[src/rtl/seg7_scan_display.sv]
`default_nettype none
// ============================================================================
// Module : seg7_scan_display
// Brief  : N-digit time-multiplexed 7-segment driver with shift-in nibble buffer
//          and a blanking gap after every digit change.
// Rev    : 1.0
// ============================================================================
module seg7_scan_display #(
  parameter int NUM_DIGITS     = 4,
  parameter int CLK_HZ         = 50_000_000,
  parameter int SCAN_HZ        = 1000,
  parameter int BLANK_CYCLES   = 16,
  parameter bit SEG_ACTIVE_LOW = 1'b1,
  parameter bit DIG_ACTIVE_LOW = 1'b1,
  parameter bit BLANK_UNUSED   = 1'b1
) (
  input  logic                              FPGA_clk,
  input  logic                              FPGA_reset,
  input  logic [3:0]                        data_in,
  input  logic                              data_valid,
  input  logic                              clear,
  output logic [6:0]                        seg_out,
  output logic [NUM_DIGITS-1:0]             digit_en,
  output logic [$clog2(NUM_DIGITS+1)-1:0]   digit_count,
  output logic                              buffer_full
);

  localparam int C_DIV   = CLK_HZ / (SCAN_HZ * NUM_DIGITS);
  localparam int C_IDX_W = (NUM_DIGITS > 1) ? $clog2(NUM_DIGITS) : 1;
  localparam int C_CNT_W = $clog2(NUM_DIGITS + 1);
  localparam int C_DIV_W = (C_DIV > 1) ? $clog2(C_DIV) : 1;
  localparam int C_GRD_W = (BLANK_CYCLES > 0) ? $clog2(BLANK_CYCLES + 1) : 1;
  localparam logic [6:0]            C_SEG_OFF = SEG_ACTIVE_LOW ? 7'h7F : 7'h00;
  localparam logic [NUM_DIGITS-1:0] C_DIG_OFF = {NUM_DIGITS{DIG_ACTIVE_LOW}};

  generate
    if (C_DIV < 1) begin : g_bad_div
      $error("seg7_scan_display: CLK_HZ/(SCAN_HZ*NUM_DIGITS) must be >= 1");
    end
    if (NUM_DIGITS < 1) begin : g_bad_digits
      $error("seg7_scan_display: NUM_DIGITS must be >= 1");
    end
  endgenerate

  logic [4*NUM_DIGITS-1:0] buf_q, buf_d, w_buf_shift;
  logic [C_CNT_W-1:0]      cnt_q, cnt_d;
  logic                    full_q, full_d;
  logic [C_DIV_W-1:0]      div_q, div_d;
  logic [C_IDX_W-1:0]      idx_q, idx_d;
  logic [C_GRD_W-1:0]      grd_q, grd_d;
  logic [6:0]              seg_q, seg_d;
  logic [NUM_DIGITS-1:0]   dig_q, dig_d;
  logic                    w_div_wrap;
  logic                    w_blank;
  logic [3:0]              w_nibble;
  logic [6:0]              w_font;
  logic [NUM_DIGITS-1:0]   w_onehot;

  // Newest nibble enters at digit 0; the oldest one falls off the top.
  generate
    if (NUM_DIGITS == 1) begin : g_shift_one
      assign w_buf_shift = data_in;
    end else begin : g_shift_n
      assign w_buf_shift = {buf_q[4*NUM_DIGITS-5:0], data_in};
    end
  endgenerate

  always_comb begin
    buf_d      = buf_q;
    cnt_d      = cnt_q;
    w_div_wrap = (div_q == C_DIV_W'(C_DIV - 1));
    div_d      = w_div_wrap ? '0 : div_q + C_DIV_W'(1);
    idx_d      = idx_q;
    grd_d      = (grd_q != '0) ? grd_q - C_GRD_W'(1) : grd_q;

    if (clear) begin
      buf_d = '0;
      cnt_d = '0;
    end else if (data_valid) begin
      buf_d = w_buf_shift;
      if (cnt_q != C_CNT_W'(NUM_DIGITS)) cnt_d = cnt_q + C_CNT_W'(1);
    end
    full_d = (cnt_d == C_CNT_W'(NUM_DIGITS));

    if (w_div_wrap) begin
      idx_d = (idx_q == C_IDX_W'(NUM_DIGITS - 1)) ? '0 : idx_q + C_IDX_W'(1);
      grd_d = C_GRD_W'(BLANK_CYCLES);
    end

    w_nibble = buf_q[{idx_q, 2'b00} +: 4];
    case (w_nibble)
      4'h0: w_font = 7'h3F;
      4'h1: w_font = 7'h06;
      4'h2: w_font = 7'h5B;
      4'h3: w_font = 7'h4F;
      4'h4: w_font = 7'h66;
      4'h5: w_font = 7'h6D;
      4'h6: w_font = 7'h7D;
      4'h7: w_font = 7'h07;
      4'h8: w_font = 7'h7F;
      4'h9: w_font = 7'h6F;
      4'hA: w_font = 7'h77;
      4'hB: w_font = 7'h7C;
      4'hC: w_font = 7'h39;
      4'hD: w_font = 7'h5E;
      4'hE: w_font = 7'h79;
      default: w_font = 7'h71;
    endcase

    // Outputs follow the current scan state, so they lag idx/guard by one clock.
    w_blank  = (grd_q != '0) || (BLANK_UNUSED && (C_CNT_W'(idx_q) >= cnt_q));
    seg_d    = w_blank ? C_SEG_OFF : (SEG_ACTIVE_LOW ? ~w_font : w_font);
    w_onehot = NUM_DIGITS'(1) << idx_q;
    dig_d    = (grd_q != '0) ? C_DIG_OFF : (DIG_ACTIVE_LOW ? ~w_onehot : w_onehot);
  end

  always_ff @(posedge FPGA_clk) begin
    if (!FPGA_reset) begin
      buf_q  <= '0;
      cnt_q  <= '0;
      full_q <= 1'b0;
      div_q  <= '0;
      idx_q  <= '0;
      grd_q  <= '0;
      seg_q  <= C_SEG_OFF;
      dig_q  <= C_DIG_OFF;
    end else begin
      buf_q  <= buf_d;
      cnt_q  <= cnt_d;
      full_q <= full_d;
      div_q  <= div_d;
      idx_q  <= idx_d;
      grd_q  <= grd_d;
      seg_q  <= seg_d;
      dig_q  <= dig_d;
    end
  end

  assign seg_out     = seg_q;
  assign digit_en    = dig_q;
  assign digit_count = cnt_q;
  assign buffer_full = full_q;

endmodule
`default_nettype wire
[config.mk]
export PLATFORM = sky130hd
export DESIGN_NAME = seg7_scan_display
export DESIGN_NICKNAME = d
export VERILOG_FILES = /design/src/rtl/seg7_scan_display.sv
export SDC_FILE = /design/constraint.sdc
export NUM_CORES = 1
export LEC_CHECK = 0
export CORE_AREA = 2 2 75 77
export CTS_CLUSTER_DIAMETER = 200
export DETAILED_ROUTE_END_ITERATION = 16
export DIE_AREA = 0 0 77 79
export GPL_TIMING_DRIVEN = 1
export HOLD_SLACK_MARGIN = 0.05
export PLACE_DENSITY = 0.6
export SLEW_MARGIN = 20
export SYNTH_ARGS = -nofsm -noshare
export SYNTH_HDL_FRONTEND = slang
export SYNTH_SLANG_ARGS = --single-unit
[constraint.sdc]
create_clock -name FPGA_clk -period 2.35 [get_ports FPGA_clk]
set_clock_uncertainty 0.1 [all_clocks]
set_input_delay 0.47 -clock FPGA_clk [delete_from_list [all_inputs] [get_ports FPGA_clk]]
set_output_delay 0.47 -clock FPGA_clk [all_outputs]
set_load 0.03 [all_outputs]
; ---- After elaboration in Yosys (flattened, before gate mapping)
; Memory sizes are Yosys's and may differ from the RTL's.
; Cells that the tools add are included.
[op_classes]
n_reduce_logical = 7
add_sub_neg = 4
magnitude_cmp = 1
bitwise = 3
mux = 6
shifts = 2
n_eq_ne = 4
[ops]
columns = op, n
row1 = indexed part select 16 x 5 -> 4 bit, 1
row2 = adder 14 x 1 -> 14 bit (second input constant), 1
row3 = == test 14 bit (second input constant), 1
row4 = 2-to-1 mux 5 bit, 2
row5 = 2-to-1 mux 3 bit, 3
row6 = OR reduction 2 bit, 4
row7 = NOT 7 bit, 1
row8 = nonzero test 5 bit, 1
row9 = subtractor 5 x 1 -> 5 bit (second input constant), 1
row10 = NOT 4 bit, 1
row11 = << shifter 1 x 2 -> 4 bit (first input constant), 1
row12 = adder 3 x 1 -> 3 bit (second input constant), 1
row13 = == test 3 bit (second input constant), 1
row14 = >= comparator 2 x 3 -> 1 bit, 1
row15 = inequality test 3 bit (second input constant), 1
row16 = adder 2 x 1 -> 2 bit (second input constant), 1
row17 = == test 2 bit (second input constant), 1
row18 = 2-to-1 mux 2 bit, 1
row19 = nonzero test 2 bit, 1
row20 = logical OR 1 bit, 1
row21 = NOT 1 bit, 1
[word_totals]
out_inout_bits = 15
memories = 1
input_bits = 8
regBits = 52
rom_bits = 112
word_cells = 37
[memory_table]
columns = name, words, word_bits, rd, rd_clocked_by_memory_dff, write_ports, line
row1 = (name not given), 16, 7, 1, 0, 0, 91  ; case (w_nibble)

; ---- Longest topological paths before layout
[depth]
ltp_word = 5
mapped_depth = 7
mapped_depth_nobuf = 6

; ---- Worst setup path after synthesis
; Ideal clock, no wire load.
[synth_path]
kind = register -> register
start = register div_q[2]
end = register div_q[13]
required_time_ps = 2135
setup_ps = 115
t_arrival_ps = 1859
stages_incl_launch_ff = 7
synth_period_minus_slack_ps = 2073
slack_ps = 277
path_buffers = 2
path_cell_list = dfxtp_1 > or4_1 > or4_1 > clkbuf_2 > nand2_1 > buf_4 > nor2_1
[synth_via]
elab_chain_len = 2
word_cells_on_any_way = 3
classes_between = add/sub (1) / eq/ne (1) / reduce/logical (1)
[synth_rtl]
columns = element, line
row1 = from (decl), 48  ; logic [C_DIV_W-1:0] div_q, div_d;
row2 = from (signal assigned), 131  ; div_q <= div_d;
row3 = branches (longest 2 deep; another with adder 14 x 1 -> 14 bit), -
; Parallel ways; which one is timed is not known.
; A chain may end at the register's enable or synchronous reset.

; ---- Final worst setup path
[layout_path]
start = register div_q[9]
end = register idx_q[0]
[layout_via]
elab_chain_len = 1
[layout_rtl]
columns = element, line
row1 = == test 14 bit, 71  ; w_div_wrap = (div_q == C_DIV_W'(C_DIV - 1));
row2 = to (signal assigned), 132  ; idx_q <= idx_d;
row3 = to (decl), 49  ; logic [C_IDX_W-1:0] idx_q, idx_d;
; No other way between the ends.

==> impl_metrics.json <==
{
  "status": "complete, no violations",
  "min_path_cells": 1,
  "p_switching_mw": 0.469,
  "routed_wl_um": 3900,
  "leakage_nw": 1.03,
  "postSynthAreaPerCell_um2": 9.70,
  "hold_path_class": "reg2reg",
  "grt_max_degree": 19,
  "grt.overflow.total": 0,
  "grt_pass1_wl_um": 7010,
  "cp-start-kind": "register",
  "synth_area_leaders": "dfxtp_1, ha_1, mux2i_1",
  "crit_arrival_ns": 2.31,
  "die_area_mm2": 0.00608,
  "rsz0062_at_grt": "no",
  "antenna_found_initial": 0,
  "num_vias": 1672,
  "numClockSinks": 52,
  "dp_hpwl_um": 2830,
  "worstMarginPinSlew_ns": 0.407,
  "yosysTopAreaCell": "dfxtp_1",
  "crit_type": "reg2reg",
  "switching_share_pct": 26.2,
  "multi_input_area_mm2": 0.00119,
  "synth_ff_type": "dfxtp_1",
  "core_mm2": 0.00534,
  "hold_violations": 0,
  "wl_per_cell_um": 11.4,
  "portBuffers": 22,
  "clk_pin_slew_worst_paths_ns": 0.09,
  "fill_cells": 516,
  "routabilityCongestion": 0.829,
  "cp_slowest_cell": "or4_1",
  "die_h_um": 79,
  "pwr-share-comb_pct": 17.3,
  "yosysMostFrequentCell": "dfxtp_1",
  "htree_levels": 2,
  "yosys_warnings": 0,
  "drv_slew": 0,
  "stdcell_count": 341,
  "tritoncts": "yes",
  "synth_seq_cells": 52,
  "maxCapViolations": 0,
  "timing.final.crit_share_pct": 92.2,
  "power.density_mw_per_mm2": 648,
  "drtIter0Drc": 44,
  "worstPathMaxFanout": 6,
  "ys_seq_area_share_pct": 44.9,
  "drive_gt1_share_pct": 7.43,
  "start_util_pct": 43.4,
  "die_x_um": 77,
  "path_common_cell": "or4_1",
  "clock_latency_ns": 0.31,
  "syn_inst": 239,
  "fin_util_pct": 51.7,
  "syn-num-nets": 263,
  "cts_resized": 0,
  "netlist_area_mm2": 0.00232,
  "cp_data_required_time_ns": 2.49,
  "cts_root_buffer": "clkbuf_8",
  "slowest_delay_ns": 0.63,
  "setup_violations": 0,
  "antenna_left": 0,
  "synth_edf_count": 0,
  "drc": 0,
  "fin_setup_tns_ns": 0,
  "cts_hold_buf": 0,
  "drtPass1Iterations": 4,
  "dpl.cell_count": 333,
  "cts-buffers-inserted": 5,
  "routed_via_density": 4.90,
  "diodes": 0,
  "synth_cell_type_count": 39,
  "syn_to_final_growth_pct": 19.0,
  "seq_area_mm2": 0.00104,
  "yosysTopAreaCellShare_pct": 44.9,
  "fmax_mhz": 462,
  "nNetsFinal": 292,
  "async_reset_ff_share_pct": 0,
  "max_slew_margin_pct": 72.8,
  "clk_path_buf_depth": 2,
  "power.share.clock_pct": 29.4,
  "cp_cell_sequence": "or4_1 -> or4_1 -> or3_1 -> a21boi_1",
  "sequentialPowerShare_pct": 53.3,
  "cts_setup_buffers": 0,
  "pin_count": 23,
  "min_period_ns": 2.17,
  "first_global_vias": 1622,
  "grt_usage_pct": 14.3,
  "synth_top_cells_by_count": "dfxtp_1, nor2_1, mux2i_1",
  "internal_power_mw": 1.32,
  "crit_path_end_kind": "register",
  "peakVddDrop_v": 0.000254,
  "r2r_cells": 4,
  "rows": 27
}
placed cells by master, fill, tap and decap left out, drive strengths merged, types with 2 or more instances in the layout:
cell type / count
or4: 2
nand2: 14
clkdlybuf4s50: 22
a21boi: 3
o221ai: 4
nor3: 7
buf: 8
xnor2: 15
inv: 12
a21oi: 7
mux2i: 18
nor4: 4
nand2b: 4
dfxtp: 52
ha: 16
nand4: 2
nor2: 39
nand3: 7
o21ai: 3
mux4: 4
clkbuf: 7
nor2b: 3
kinds of logic (layout without fill, tap and decap cells):
family / count (synthesis) / count (layout) / share of synthesized area [%]
simple gates: 90 / 90 / 18.4
flops: 52 / 52 / 44.9
compound gates: 23 / 23 / 6.80
mux: 22 / 22 / 11.7
buf+inv: 20 / 50 / 3.51
fa+ha+maj: 16 / 16 / 8.64
xor+xnor: 16 / 16 / 6.05
cell type report:
cell class	instances	share of cell area [%]
Multi-Input combinational cell	167	43.3
Inverter	12	1.63
Sequential cell	52	37.7
Timing Repair Buffer	30	10.6
Clock buffer	7	3.13
Tap cell	72	3.27
Clock inverter	1	0.272
through the flow:
stage,total power [mW],setup slack (ns),area [um2],hold slack [ns]
global placement,1.28,0.206,2660,0.348
CTS,1.81,0.186,2760,0.391
detailed placement,1.29,0.212,2660,0.370
finish,1.79,0.184,2760,0.389
global route,1.89,0.0235,2760,0.399
floorplan,1.19,0.277,2320,0.330
power by group through the flow:
stage          Combinational (mW)  Clock [mW]  Sequential, mW
4_1_cts                     0.313       0.545           0.953
5_1_grt                     0.352       0.576           0.959
3_3_place_gp                0.308           0           0.973
3_5_place_dp                0.312           0           0.973
6_report                    0.309       0.526           0.953
2_1_floorplan               0.194           0           0.992
layer usage:
metal / global-route usage (%) / wire, um
met1: 16.9 / 1960
met2: 24.4 / 1740
met5: 0 / 0
met3: 4.20 / 131
met4: 5.89 / 70
sequential cells by signal, indices dropped and copies added, names as in the netlist:
register,cells
digit_count,3
grd_q,5
buffer_full,1
buf_q,16
div_q,14
seg_out,7
digit_en,4
idx_q,2
final timing paths:
check | start | to | slack [ns]
min | div_q[0]$_SDFF_PP0_ | div_q[0]$_SDFF_PP0_ | 0.39
min reg2reg | div_q[0]$_SDFF_PP0_ | div_q[0]$_SDFF_PP0_ | 0.39
max | div_q[9]$_SDFF_PP0_ | idx_q[0]$_SDFFE_PN0P_ | 0.18
max reg2reg | div_q[9]$_SDFF_PP0_ | idx_q[0]$_SDFFE_PN0P_ | 0.18
critical path: cells and delay by family (launching register included):
kind | cells | cell delay (ns)
AO/OA/AOI/OAI | 1 | 0.14
flip-flops | 1 | 0.38
AND/OR/NAND/NOR | 3 | 1.48
No activity file was read; power rests on OpenSTA's default activity.
